## src/rtl/veer_trace_fifo.sv

```systemverilog
`default_nettype none
// +----------------------------------------------------------------------------+
// | veer_trace_fifo: multi-lane retire trace -> per-instruction record FIFO    |
// | Rev 1.0 - initial release                                                  |
// +----------------------------------------------------------------------------+
module veer_trace_fifo #(
  parameter int NLANES = 3,
  parameter int DEPTH  = 8,
  parameter int CNTW   = 16
) (
  input  logic                      clk,
  input  logic                      rst,
  input  logic                      trace_en,
  input  logic [NLANES-1:0]         trace_valid_ip,
  input  logic [NLANES*32-1:0]      trace_insn_ip,
  input  logic [NLANES*32-1:0]      trace_address_ip,
  input  logic [NLANES-1:0]         trace_exception_ip,
  input  logic [NLANES-1:0]         trace_interrupt_ip,
  input  logic [4:0]                trace_ecause_ip,
  input  logic [31:0]               trace_tval_ip,
  output logic                      trc_valid,
  input  logic                      trc_ready,
  output logic [31:0]               trc_insn,
  output logic [31:0]               trc_addr,
  output logic                      trc_exc,
  output logic                      trc_intr,
  output logic [4:0]                trc_ecause,
  output logic [31:0]               trc_tval,
  output logic                      trc_gap,
  output logic [CNTW-1:0]           trc_ovf_cnt,
  output logic [$clog2(DEPTH):0]    trc_count
);

  localparam int AW = (DEPTH > 1) ? $clog2(DEPTH) : 1;
  localparam int CW = $clog2(DEPTH) + 1;
  localparam logic [CW-1:0]   C_DEPTH    = CW'(DEPTH);
  localparam logic [AW-1:0]   C_PTR_MASK = AW'(DEPTH - 1);
  localparam logic [CNTW-1:0] C_OVF_MAX  = '1;

  if (DEPTH < NLANES) begin : g_depth_chk
    $error("veer_trace_fifo: DEPTH must be >= NLANES");
  end

  logic [AW-1:0]   wr_ptr_q, wr_ptr_d, rd_ptr_q, rd_ptr_d;
  logic [CW-1:0]   count_q, count_d;
  logic            pending_gap_q, pending_gap_d;
  logic [CNTW-1:0] ovf_q, ovf_d;

  logic [31:0]     rec_insn_q   [DEPTH];
  logic [31:0]     rec_addr_q   [DEPTH];
  logic            rec_exc_q    [DEPTH];
  logic            rec_intr_q   [DEPTH];
  logic [4:0]      rec_ecause_q [DEPTH];
  logic [31:0]     rec_tval_q   [DEPTH];
  logic            rec_gap_q    [DEPTH];

  logic [NLANES-1:0] lane_vld;
  logic [AW-1:0]     lane_off [NLANES];
  logic [AW-1:0]     lane_idx [NLANES];
  logic [CW-1:0]     grp_n;
  logic [CW-1:0]     free_slots;
  logic              accept, drop, pop;

  assign lane_vld = trace_valid_ip & {NLANES{trace_en}};

  // Compaction: each valid lane's slot offset is the number of valid lanes below it.
  always_comb begin
    grp_n = '0;
    for (int i = 0; i < NLANES; i++) begin
      lane_off[i] = grp_n[AW-1:0];
      lane_idx[i] = (wr_ptr_q + grp_n[AW-1:0]) & C_PTR_MASK;
      grp_n       = grp_n + CW'(lane_vld[i]);
    end
  end

  // Free space is taken from the registered count; a same-cycle pop does not help.
  assign free_slots = C_DEPTH - count_q;
  assign accept     = (grp_n != '0) && (grp_n <= free_slots);
  assign drop       = (grp_n != '0) && (grp_n > free_slots);
  assign pop        = (count_q != '0) && trc_ready;

  always_comb begin
    wr_ptr_d      = wr_ptr_q;
    rd_ptr_d      = rd_ptr_q;
    count_d       = count_q + (accept ? grp_n : '0) - CW'(pop);
    pending_gap_d = pending_gap_q;
    ovf_d         = ovf_q;
    if (accept) begin
      wr_ptr_d      = (wr_ptr_q + grp_n[AW-1:0]) & C_PTR_MASK;
      pending_gap_d = 1'b0;
    end
    if (drop) begin
      pending_gap_d = 1'b1;
      if (ovf_q != C_OVF_MAX) ovf_d = ovf_q + 1'b1;
    end
    if (pop) rd_ptr_d = (rd_ptr_q + 1'b1) & C_PTR_MASK;
  end

  always_ff @(posedge clk or posedge rst) begin
    if (rst) begin
      wr_ptr_q      <= '0;
      rd_ptr_q      <= '0;
      count_q       <= '0;
      pending_gap_q <= 1'b0;
      ovf_q         <= '0;
    end else begin
      wr_ptr_q      <= wr_ptr_d;
      rd_ptr_q      <= rd_ptr_d;
      count_q       <= count_d;
      pending_gap_q <= pending_gap_d;
      ovf_q         <= ovf_d;
    end
  end

  // Record storage is deliberately unreset; only occupancy makes it visible.
  always_ff @(posedge clk) begin
    if (accept) begin
      for (int i = 0; i < NLANES; i++) begin
        if (lane_vld[i]) begin
          rec_insn_q[lane_idx[i]]   <= trace_insn_ip[32*i +: 32];
          rec_addr_q[lane_idx[i]]   <= trace_address_ip[32*i +: 32];
          rec_exc_q[lane_idx[i]]    <= trace_exception_ip[i];
          rec_intr_q[lane_idx[i]]   <= trace_interrupt_ip[i];
          rec_ecause_q[lane_idx[i]] <= (trace_exception_ip[i] | trace_interrupt_ip[i])
                                       ? trace_ecause_ip : 5'd0;
          rec_tval_q[lane_idx[i]]   <= (trace_exception_ip[i] | trace_interrupt_ip[i])
                                       ? trace_tval_ip : 32'd0;
          rec_gap_q[lane_idx[i]]    <= (lane_off[i] == '0) ? pending_gap_q : 1'b0;
        end
      end
    end
  end

  assign trc_valid   = (count_q != '0);
  assign trc_insn    = trc_valid ? rec_insn_q[rd_ptr_q]   : 32'd0;
  assign trc_addr    = trc_valid ? rec_addr_q[rd_ptr_q]   : 32'd0;
  assign trc_exc     = trc_valid ? rec_exc_q[rd_ptr_q]    : 1'b0;
  assign trc_intr    = trc_valid ? rec_intr_q[rd_ptr_q]   : 1'b0;
  assign trc_ecause  = trc_valid ? rec_ecause_q[rd_ptr_q] : 5'd0;
  assign trc_tval    = trc_valid ? rec_tval_q[rd_ptr_q]   : 32'd0;
  assign trc_gap     = trc_valid ? rec_gap_q[rd_ptr_q]    : 1'b0;
  assign trc_ovf_cnt = ovf_q;
  assign trc_count   = count_q;

endmodule
`default_nettype wire

```

## config.mk

```make
export PLATFORM = sky130hd
export DESIGN_NAME = veer_trace_fifo
export DESIGN_NICKNAME = d
export VERILOG_FILES = /design/src/rtl/veer_trace_fifo.sv
export SDC_FILE = /design/constraint.sdc
export NUM_CORES = 2
export LEC_CHECK = 0
export CELL_PAD_IN_SITES_DETAIL_PLACEMENT = 0
export CELL_PAD_IN_SITES_GLOBAL_PLACEMENT = 1
export CORE_AREA = 2 2 307 309
export DETAILED_ROUTE_END_ITERATION = 8
export DIE_AREA = 0 0 309 311
export PLACE_DENSITY = 0.94
export SYNTH_ARGS = -nofsm -noshare
export SYNTH_HDL_FRONTEND = slang
export SYNTH_SLANG_ARGS = --single-unit
```

## constraint.sdc

```tcl
create_clock -name clk -period 47.1 [get_ports clk]
set_clock_uncertainty 0.1 [all_clocks]
set_input_delay 9.42 -clock clk [delete_from_list [all_inputs] [get_ports clk]]
set_output_delay 9.42 -clock clk [all_outputs]
set_load 0.01 [all_outputs]
```

==> flow_summary.ini <==
[power_and_ir_drop]
power.share.switching = 0.331
design_power_total_uw = 2880
static-leakage-power_uw = 0.0189
ir_drop_uv = 51.8
clockPowerShare = 0.262
power_switching_uw = 955
power.share.sequential = 0.363
cell_internal_pwr_uw = 1930
power.share.combinational = 0.376
power_per_cell_area_nw_per_um2 = 52.8

[floorplan]
core.rowCount = 112
chipHeight_um = 311
fp.dieArea_sq_um = 96100
top_level_ports = 367
floorplan.initialDensity = 0.515
core_area_sq_um = 92800
die_width_um = 309

[flow_run]
maxCapViolations = 0

[global_routing]
grt_pass1_vias = 32900
grt_max_degree = 99
gr-usage-all-layers = 0.283
grt_pass1_wl_mm = 204
grt-ovfl-total = 0
antenna_found_initial = 43

[placement]
routabilityCongestion = 0.866
dp_hpwl_mm = 78.0
port-buffer-count = 366

[synthesis]
synth_top_area_share = 0.523
synthArstFlopShare = 0.0314
ys_warn_count = 0
synthesis.instances = 3881
ys.flop_type = sky130_fd_sc_hd__edfxtp_1
synth-seq-cells = 859
synth_edf_count = 832
cell_accounting_for_the_most_synthesized_area = sky130_fd_sc_hd__edfxtp_1
netlist_top_cells_area = sky130_fd_sc_hd__edfxtp_1 (52%), sky130_fd_sc_hd__mux2i_1 (13%), sky130_fd_sc_hd__mux4_2 (9.8%)
synth_area_sq_um = 47800
synth_cell_types = 55
yosysSeqAreaShare = 0.537
syn-mean-instance-area_sq_um = 12.3
syn-num-nets = 4143

[layout]
nFillCells = 7320
num-nets-final = 4191
seq_area_sq_um = 25700
syn_to_final_growth_pct = 14.2
area_of_the_multi_input_gates_sq_um = 19900
final_layout_size_suffix_gt1_frac = 0.119
utilization = 0.588

[sta]
rsz0062_at_grt = false
finalCritPeriodShare = 0.320
worst_slew_margin = 0.191
final_period_minus_worst_setup_slack_ns = 15.06
timing.fmax_mhz = 66.4
setup_tns_ns = 0
finalHoldWorstSlack_ns = 0.420
report.final.hold_viol_count = 0
timing_worst_slew_pin_value_ns = 1.21
maxSlewViolCount = 0
final_setup_violation_count = 0

[setup_path]
slowest_stage_cell_cp = sky130_fd_sc_hd__nand3_4
crit_path_max_fanout = 54
worstPathRequired_ns = 47.26
slowest_delay_ns = 0.96
worstReg2RegEnd = rec_insn_q[5][5]
reg2reg_setup_slack_ns = 41.90
worst_setup_path_start_kind = primary input
critical_path.cell_chain = clkdlybuf4s50_1 -> nand2_1 -> inv_1 -> ha_1 -> xor2_1 -> ha_1 -> a211o_1 -> a31oi_2 -> buf_4 -> nand2_4 -> nand3_4 -> buf_4
timing.setup.critical_path_class = in -> reg
reg2reg_from = trc_count[0]
crit_path_start = trace_en
timing.reg2reg.worst_path_depth = 11
cp_data_arrival_time_ns = 15.22
critPathCaptureType = flip-flop

[status]
result_of_the_run = complete, no violations

[detailed_routing]
drt_iter0_drc = 3402
vias_per_cell = 6.10
vias = 32200
finalWirelength_mm = 137
route.detailed.drc = 0
routed_wire_length_per_instance_um = 26.0
ant_nets = 0
dr.pass1.iters = 7

[hold_path]
hold_path.startpoint = trc_ovf_cnt[12]
worst_hold_stages = 1
hold_path.class = reg -> reg
hold-path-endpoint = trc_ovf_cnt[12]

[cts]
tritoncts_clock_tree = done
clock-sinks = 859
cts.reportedPaths.clkPinSlew_ns = 0.06
cts_made_buffers = 94
cts-root-buf = sky130_fd_sc_hd__clkbuf_16
clock_tree.buffer_depth = 3
post_cts_sizing = 0
cts_setup_buffers = 0
cts-htree-levels = 3
cts_hold_buffers = 0
clk-insertion-delay-late_ns = 0.65
## sequential cells by signal (all words and copies together) (netlist names)
signal,cells
wr_ptr_q,3
pending_gap_q,1
rec_addr_q,256
rec_tval_q,256
rd_ptr_q,3
trc_ovf_cnt,16
rec_exc_q,8
trc_count,4
rec_insn_q,256
rec_ecause_q,40
rec_intr_q,8
rec_gap_q,8
## synth_stat cells (6+ instances only)
| cell | count |
|---|---|
| sky130_fd_sc_hd__nor2b_1 | 46 |
| sky130_fd_sc_hd__edfxtp_1 | 832 |
| sky130_fd_sc_hd__mux2i_1 | 632 |
| sky130_fd_sc_hd__inv_1 | 22 |
| sky130_fd_sc_hd__buf_1 | 85 |
| sky130_fd_sc_hd__xor2_1 | 12 |
| sky130_fd_sc_hd__xnor2_1 | 17 |
| sky130_fd_sc_hd__nor4_4 | 8 |
| sky130_fd_sc_hd__o21ai_0 | 428 |
| sky130_fd_sc_hd__nand2_1 | 560 |
| sky130_fd_sc_hd__ha_1 | 17 |
| sky130_fd_sc_hd__nor3_1 | 8 |
| sky130_fd_sc_hd__nand4_1 | 7 |
| sky130_fd_sc_hd__nor2_1 | 121 |
| sky130_fd_sc_hd__o21ai_1 | 106 |
| sky130_fd_sc_hd__and3_1 | 8 |
| sky130_fd_sc_hd__and2_1 | 227 |
| sky130_fd_sc_hd__a21oi_1 | 9 |
| sky130_fd_sc_hd__buf_6 | 21 |
| sky130_fd_sc_hd__buf_4 | 17 |
| sky130_fd_sc_hd__clkbuf_1 | 199 |
| sky130_fd_sc_hd__nand3_1 | 14 |
| sky130_fd_sc_hd__o32ai_4 | 6 |
| sky130_fd_sc_hd__clkbuf_2 | 6 |
| sky130_fd_sc_hd__mux4_2 | 208 |
| sky130_fd_sc_hd__a31oi_1 | 6 |
| sky130_fd_sc_hd__nor2b_2 | 30 |
| sky130_fd_sc_hd__dfrtp_1 | 27 |
| sky130_fd_sc_hd__buf_2 | 148 |
## routing by layer
| layer | track usage | part of all wire |
|---|---|---|
| met4 | 0.101 | 0.030 |
| met3 | 0.0588 | 0.093 |
| met1 | 0.367 | 0.39 |
| met5 | 0 | 0.0026 |
| met2 | 0.470 | 0.49 |
## metrics by stage
step / setup WS (ns) / cells / instance area, sq um
2_1_floorplan: 21.93 / 3881 / 47800
3_3_place_gp: 31.62 / 5087 / 51400
3_5_place_dp: 31.53 / 5087 / 51400
4_1_cts: 32.21 / 5258 / 54500
5_1_grt: 31.80 / 5275 / 54500
6_report: 32.04 / 5283 / 54600
## power groups by stage
stage | clock (uW) | sequential (uW) | combinational (uW)
2_1_floorplan | 0 | 1040 | 690
3_3_place_gp | 0 | 1060 | 1070
3_5_place_dp | 0 | 1060 | 1090
4_1_cts | 761 | 1050 | 1090
5_1_grt | 790 | 1050 | 1160
6_report | 754 | 1050 | 1080
## cell families (layout without fill, tap and decap cells)
group,count (synthesis),count (layout),synth area share
flops,859,859,0.537
compound gates,575,575,0.0655
other cells,0,25,0
simple gates,1057,1057,0.107
buf+inv,498,621,0.0478
mux,843,843,0.231
fa+ha+maj,20,20,0.00571
xor+xnor,29,29,0.00532
## cell usage in the layout (no fill, tap or decap), drive strengths merged, types with 3 or more instances in the layout
master,n
nor2,121
buf,62
a31oi,6
bufinv,13
nand2,560
edfxtp,832
clkdlybuf4s50,366
clkinv,40
and4,3
nor2b,76
mux4,208
clkbuf,113
and3,8
o21ai,534
dfrtp,27
o32ai,6
or4,4
mux2i,632
a311o,4
or3,4
nor3,12
a21oi,9
diode,25
inv,27
nand2b,4
or2,3
nand4,7
mux2,3
nand3,14
xnor2,17
fa,3
nor4,11
ha,17
xor2,12
and2,227
## critical path: cells and delay by family
family	cells	cell delay, ns
xor+xnor	1	0.25
simple gates	3	2.25
fa+ha+maj	2	0.59
compound gates	2	0.48
buf+inv	4	2.06
## worst max path at each step
stage,slack (ns),to
floorplan,21.93,rec_addr_q[0][0]
global placement,31.62,rec_tval_q[5][1]
detailed placement,31.53,rec_ecause_q[5][3]
CTS,32.21,rec_insn_q[5][8]
global route,31.80,rec_insn_q[5][8]
finish,32.04,rec_insn_q[5][5]
## layout make-up
class,instances,share of cell area
well taps,1254,0.0288
flip-flops and latches,859,0.470
repair buffers,428,0.0759
clock buffers,113,0.0450
multi-input cells,2524,0.365
diodes,25,0.00115
inverters,22,0.00151
clock inverters,58,0.0119
No activity file was read; power rests on OpenSTA's default activity.
